[src/rtl/active_min_max_scanner.sv]
// rtl/active_min_max_scanner.sv - sequential signed min/max scanner over masked candidates
//
// Snapshots a packed vector of signed numbers plus an activation mask on
// start, then visits one element per clock in ascending index order. It keeps
// the minimum (mode=0) or the maximum (mode=1) of the active elements.
// Optional feature macro: ACTIVE_MIN_MAX_INDEX_EN adds winner-index tracking
// and the result_index port.
//
// Ports:
//   clk               rising-edge clock
//   rst_n             asynchronous active-low reset
//   numbers           packed candidates, element i at [i*NUMBER_SIZE +: NUMBER_SIZE]
//   activations       bit i set = element i participates
//   mode              0 = minimum, 1 = maximum
//   start             scan request, only honoured in IDLE
//   busy              high while scanning or finishing
//   done              one-cycle pulse, results valid from this cycle
//   result            extreme value of the active elements (0 if none active)
//   result_activation high if at least one element was active
//   result_index      winner position (ACTIVE_MIN_MAX_INDEX_EN only)

module active_min_max_scanner #(
   parameter int NUMBER_SIZE       = 4,
   parameter int NUMBER_OF_NUMBERS = 8,
   localparam int IW = ($clog2(NUMBER_OF_NUMBERS) < 1) ? 1 : $clog2(NUMBER_OF_NUMBERS)
) (
   input  logic                                     clk,
   input  logic                                     rst_n,
   input  logic [NUMBER_SIZE*NUMBER_OF_NUMBERS-1:0] numbers,
   input  logic [NUMBER_OF_NUMBERS-1:0]             activations,
   input  logic                                     mode,
   input  logic                                     start,
   output logic                                     busy,
   output logic                                     done,
   output logic [NUMBER_SIZE-1:0]                   result,
   output logic                                     result_activation
`ifdef ACTIVE_MIN_MAX_INDEX_EN
   ,
   output logic [IW-1:0]                            result_index
`endif
);

   typedef enum logic [1:0] {
      IDLE = 2'd0,
      SCAN = 2'd1,
      DONE = 2'd2
   } state_t;

   localparam logic [IW-1:0] LAST_IDX = IW'(NUMBER_OF_NUMBERS - 1);

   state_t                                   state_q, state_d;
   logic [NUMBER_SIZE*NUMBER_OF_NUMBERS-1:0] nums_q, nums_d;
   logic [NUMBER_OF_NUMBERS-1:0]             act_q, act_d;
   logic                                     mode_q, mode_d;
   logic [IW-1:0]                            cnt_q, cnt_d;
   logic signed [NUMBER_SIZE-1:0]            acc_q, acc_d;
   logic                                     acc_valid_q, acc_valid_d;
   logic [NUMBER_SIZE-1:0]                   result_q, result_d;
   logic                                     result_act_q, result_act_d;
   logic                                     done_q, done_d;
`ifdef ACTIVE_MIN_MAX_INDEX_EN
   logic [IW-1:0]                            acc_idx_q, acc_idx_d;
   logic [IW-1:0]                            result_idx_q, result_idx_d;
`endif

   logic signed [NUMBER_SIZE-1:0]            cur_elem;
   logic                                     better;
   logic                                     take;

   assign cur_elem = nums_q[int'(cnt_q)*NUMBER_SIZE +: NUMBER_SIZE];
   // Strict comparison so that ties keep the earlier (lower index) winner.
   assign better   = mode_q ? (cur_elem > acc_q) : (cur_elem < acc_q);
   // The first active element loads unconditionally, whatever the accumulator holds.
   assign take     = act_q[cnt_q] && (!acc_valid_q || better);

   always_comb begin
      state_d      = state_q;
      nums_d       = nums_q;
      act_d        = act_q;
      mode_d       = mode_q;
      cnt_d        = cnt_q;
      acc_d        = acc_q;
      acc_valid_d  = acc_valid_q;
      result_d     = result_q;
      result_act_d = result_act_q;
      done_d       = 1'b0;
`ifdef ACTIVE_MIN_MAX_INDEX_EN
      acc_idx_d    = acc_idx_q;
      result_idx_d = result_idx_q;
`endif
      case (state_q)
         IDLE: begin
            if (start) begin
               nums_d      = numbers;
               act_d       = activations;
               mode_d      = mode;
               cnt_d       = '0;
               acc_d       = '0;
               acc_valid_d = 1'b0;
`ifdef ACTIVE_MIN_MAX_INDEX_EN
               acc_idx_d   = '0;
`endif
               state_d     = SCAN;
            end
         end
         SCAN: begin
            if (take) begin
               acc_d       = cur_elem;
               acc_valid_d = 1'b1;
`ifdef ACTIVE_MIN_MAX_INDEX_EN
               acc_idx_d   = cnt_q;
`endif
            end
            // Hold the counter on the last element rather than wrapping it.
            if (cnt_q == LAST_IDX) begin
               state_d = DONE;
            end else begin
               cnt_d = cnt_q + 1'b1;
            end
         end
         DONE: begin
            result_d     = acc_valid_q ? acc_q : '0;
            result_act_d = acc_valid_q;
`ifdef ACTIVE_MIN_MAX_INDEX_EN
            result_idx_d = acc_valid_q ? acc_idx_q : '0;
`endif
            done_d       = 1'b1;
            cnt_d        = '0;
            state_d      = IDLE;
         end
         default: begin
            state_d = IDLE;
         end
      endcase
   end

   always_ff @(posedge clk or negedge rst_n) begin
      if (!rst_n) begin
         state_q      <= IDLE;
         nums_q       <= '0;
         act_q        <= '0;
         mode_q       <= 1'b0;
         cnt_q        <= '0;
         acc_q        <= '0;
         acc_valid_q  <= 1'b0;
         result_q     <= '0;
         result_act_q <= 1'b0;
         done_q       <= 1'b0;
`ifdef ACTIVE_MIN_MAX_INDEX_EN
         acc_idx_q    <= '0;
         result_idx_q <= '0;
`endif
      end else begin
         state_q      <= state_d;
         nums_q       <= nums_d;
         act_q        <= act_d;
         mode_q       <= mode_d;
         cnt_q        <= cnt_d;
         acc_q        <= acc_d;
         acc_valid_q  <= acc_valid_d;
         result_q     <= result_d;
         result_act_q <= result_act_d;
         done_q       <= done_d;
`ifdef ACTIVE_MIN_MAX_INDEX_EN
         acc_idx_q    <= acc_idx_d;
         result_idx_q <= result_idx_d;
`endif
      end
   end

   assign busy              = (state_q != IDLE);
   assign done              = done_q;
   assign result            = result_q;
   assign result_activation = result_act_q;
`ifdef ACTIVE_MIN_MAX_INDEX_EN
   assign result_index      = result_idx_q;
`endif

endmodule

[config.mk]
export PLATFORM = sky130hd
export DESIGN_NAME = active_min_max_scanner
export DESIGN_NICKNAME = d
export VERILOG_FILES = /design/src/rtl/active_min_max_scanner.sv
export SDC_FILE = /design/constraint.sdc
export NUM_CORES = 1
export LEC_CHECK = 0
export ABC_AREA = 1
export BUFFER_PORTS_ARGS = -buffer_cell sky130_fd_sc_hd__buf_2
export CAP_MARGIN = 20
export CORE_UTILIZATION = 57
export CTS_BUF_LIST = sky130_fd_sc_hd__clkbuf_2 sky130_fd_sc_hd__clkbuf_4 sky130_fd_sc_hd__clkbuf_8
export DETAILED_ROUTE_END_ITERATION = 8
export GPL_TIMING_DRIVEN = 0
export PLACE_DENSITY = 0.82
export SETUP_SLACK_MARGIN = 0.5
export SLEW_MARGIN = 10
export SYNTH_ARGS = -nofsm -noshare
export SYNTH_HDL_FRONTEND = slang
export SYNTH_SLANG_ARGS = --single-unit
[constraint.sdc]
create_clock -name clk -period 2.88 [get_ports clk]
set_clock_uncertainty 0.15 [all_clocks]
set_input_delay 0.288 -clock clk [delete_from_list [all_inputs] [get_ports clk]]
set_output_delay 0.288 -clock clk [all_outputs]
set_load 0.01 [all_outputs]
==> reports/results.txt <==
CP peak stage delay = 410 ps
first drt pass iteration count = 7
IO Pins = 51
simple-gate portion of the synthesized area = 28.9%
fin crit share = 82.4%
critical path, cell by cell = inv_2 > buf_6 > buf_4 > nor2_1 > o211ai_1 > o21ai_2 > ha_1 > inv_1 > nand2_2 > nand2_1 > nand2_1 > nand2_2 > nand2_1 > nand2_1 > nand3_2 > nand2_4 > nand2_4 > nand2_1 > nand2_1
IO buf count = 50
Initial Utilization = 60.6%
setup TNS = 0 ps
Die ar. = 0.00504 sq mm
synthesized flop and latch total = 57
Vias/cell = 5.24
P per Cell Area = 1190 mW/mm^2
Num CTS Buffers = 9
Wirelength per Cell = 14.2 um
outcome = finished with violations
maximum vdd drop = 0.823 mV
Worst Path Arrival = 2450 ps
Worst-Skew Late Latency = 330 ps
Finished Layout Cells = 485
unrepaired setup endpoints after global routing = yes
fin worst setup slack = 506 ps
max frequency = 421 MHz
mux share of post-synthesis cell area = 0%
CP Class = reg2reg
Netlist Area Pre-Place = 0.00271 sq mm
Final nets = 478
initial antenna violation count = 0
chip height = 71.0 um
Synth Instances = 343
worst rel slew slack = 57.2%
die width = 71.0 um
register area share after synthesis = 52.6%
min-delay src = activations[4]
Reg-to-Reg Start = cnt_q[0]
Worst Max-Slew Pin Slew = 642 ps
xor and xnor area share after synthesis = 0%
Netlist cell types = 20
fin. max-slew vios = 0
Yosys warnings = 0
Mapped Avg Cell Area = 7.91 sq um
Fin. Hold Viols = 0
cell mode on critical path = nand2_1
Crit. End Element = register
number of H-tree levels = 3
post-layout util = 80.0%
RD Place Congestion = 0.857
vias in the first global route = 2571
Compound-Gate Fraction of Synth Area = 9.32%
core region area = 0.00447 sq mm
Max FO, Critical Path = 6
Initial DRC Count = 166
TritonCTS clock tree = built
maxcap violations = 0
Slowest-stage cell, CP = dfrtp_1
crit-path leading delay family = simple AND/OR/NAND/NOR gates
total track usage = 29.8%
grt total ovfl = 0
setup slack at placement = 357 ps
leak pwr = 1.93 nW
via count = 2542
Cells after DPL = 446
share of cells above drive strength 1 = 26.3%
largest net degree at the start of global routing = 32
failing checks = design-rule violations
post-route ant nets = 0
Setup-failing EPs final = 0
antenna cells = 0
row count = 24
Post-Synth Adder-Cell Area = 2.77%
Hold Path Class = in2reg
WL final = 6860 um
CTS clk-pin slew, worst paths = 60 ps
first-pass GRT wire length = 11300 um
hpwl dp = 4460 um
Tmin final = 2370 ps
# DRC = 1
critical path launch point type = register
Bufs and invs on worst path = 4
Crit path required time = 2950 ps
Root Buffer = clkbuf_8
clk sink count = 57
Mapped Nets = 393
largest family of logic cells by synthesized area = simple AND/OR/NAND/NOR gates
Layout area overhead = 32.0%
Max clock buf depth = 2
Worst Setup SP = cnt_q[0]
path summary, 6_finish.rpt:
path	depth (start not counted)	endpoint	slack [ps]
worst max-delay path	19	acc_q[1]	510
worst min-delay path	3	act_q[4]	3
worst max register to register	19	acc_q[1]	510
worst min register to register	2	nums_q[7]	330
max in group asynchronous	3	nums_q[20]	1630
min in group asynchronous	2	result[0]	360
sequential cells by signal, indices dropped and copies added, names as in the netlist:
register,count
nums_q,32
act_q,8
acc_q,4
result,4
cnt_q,3
state_q,2
acc_valid_q,1
done,1
mode_q,1
result_activation,1
synthesized netlist by cell type (all sizes together):
cell type	instances	area [sq um]
nand2	158	603
dfrtp	57	1430
nor2	32	125
a21oi	2	10.0
inv	20	75.1
nand3	10	50.1
nor3	1	5.00
buf	9	85.1
o22ai	7	43.8
o211ai	1	7.51
clkbuf	4	15.0
ha	6	75.1
o21ai	36	191
cell type report:
class	count	area, sq um
sequential	57	1430
buffer	13	104
tap	52	65.1
fill	301	895
inverter	20	75.1
timing repair buffer	74	498
clock inverter	3	15.0
clock buffer	13	166
multi-input combinational	253	1230
what timing repair did:
item / CTS / global route
setup buffers: 6 / 1
resized for setup: 10 / 18
hold buffers: 15 / 0
gates cloned: 0 / 1
setup endpoints to repair: 5 / 5
pin swaps: 7 / 9
hold endpoints to repair: 40 / 0
worst register-to-register path: cells and delay by family, from the launching register on:
| kind | cells | cell delay [ps] |
|---|---|---|
| fa+ha+maj | 1 | 190 |
| buf+inv | 4 | 440 |
| simple gates | 12 | 780 |
| compound gates | 2 | 310 |
| flops | 1 | 410 |
cell families after synthesis:
kind of cell,count (synthesis)
flops,57
fa+ha+maj,6
simple gates,201
compound gates,46
buf+inv,33
cell usage in the layout (no fill, tap or decap), drive strengths merged:
master       count
buf             67
o22ai            7
o211ai           1
clkinv           3
dfrtp           57
nand2          158
a21oi            2
nand3           10
nor3             1
inv             20
ha               6
dlygate4sd3     15
nor2            32
clkbuf          18
o21ai           36
layer usage:
metal | GRT usage (%) | vias to the layer above | share of wire, %
li1 | - | 1256 | -
met1 | 36.5 | 1190 | 43
met2 | 50.9 | 79 | 50
met3 | 5.13 | 17 | 4.0
met4 | 15.3 | 0 | 3.1
met5 | 0 | - | 0
report_power, final:
part / switching [W] / total [W] / internal (W)
clock: 0.000314 / 0.000688 / 0.000374
combinational: 0.00125 / 0.00216 / 0.000909
sequential: 0.000244 / 0.00141 / 0.00116
through the flow:
step	power [W]	area [sq um]	hold WS, ps
final	0.00426	3580	3.15
after global routing	0.00462	3580	7.98
after CTS	0.00397	3460	0.128
after global placement	0.00304	3030	307
after floorplan	0.00264	2710	-158
after detailed placement	0.00311	3050	191
Power figures use the tool's default switching activity.
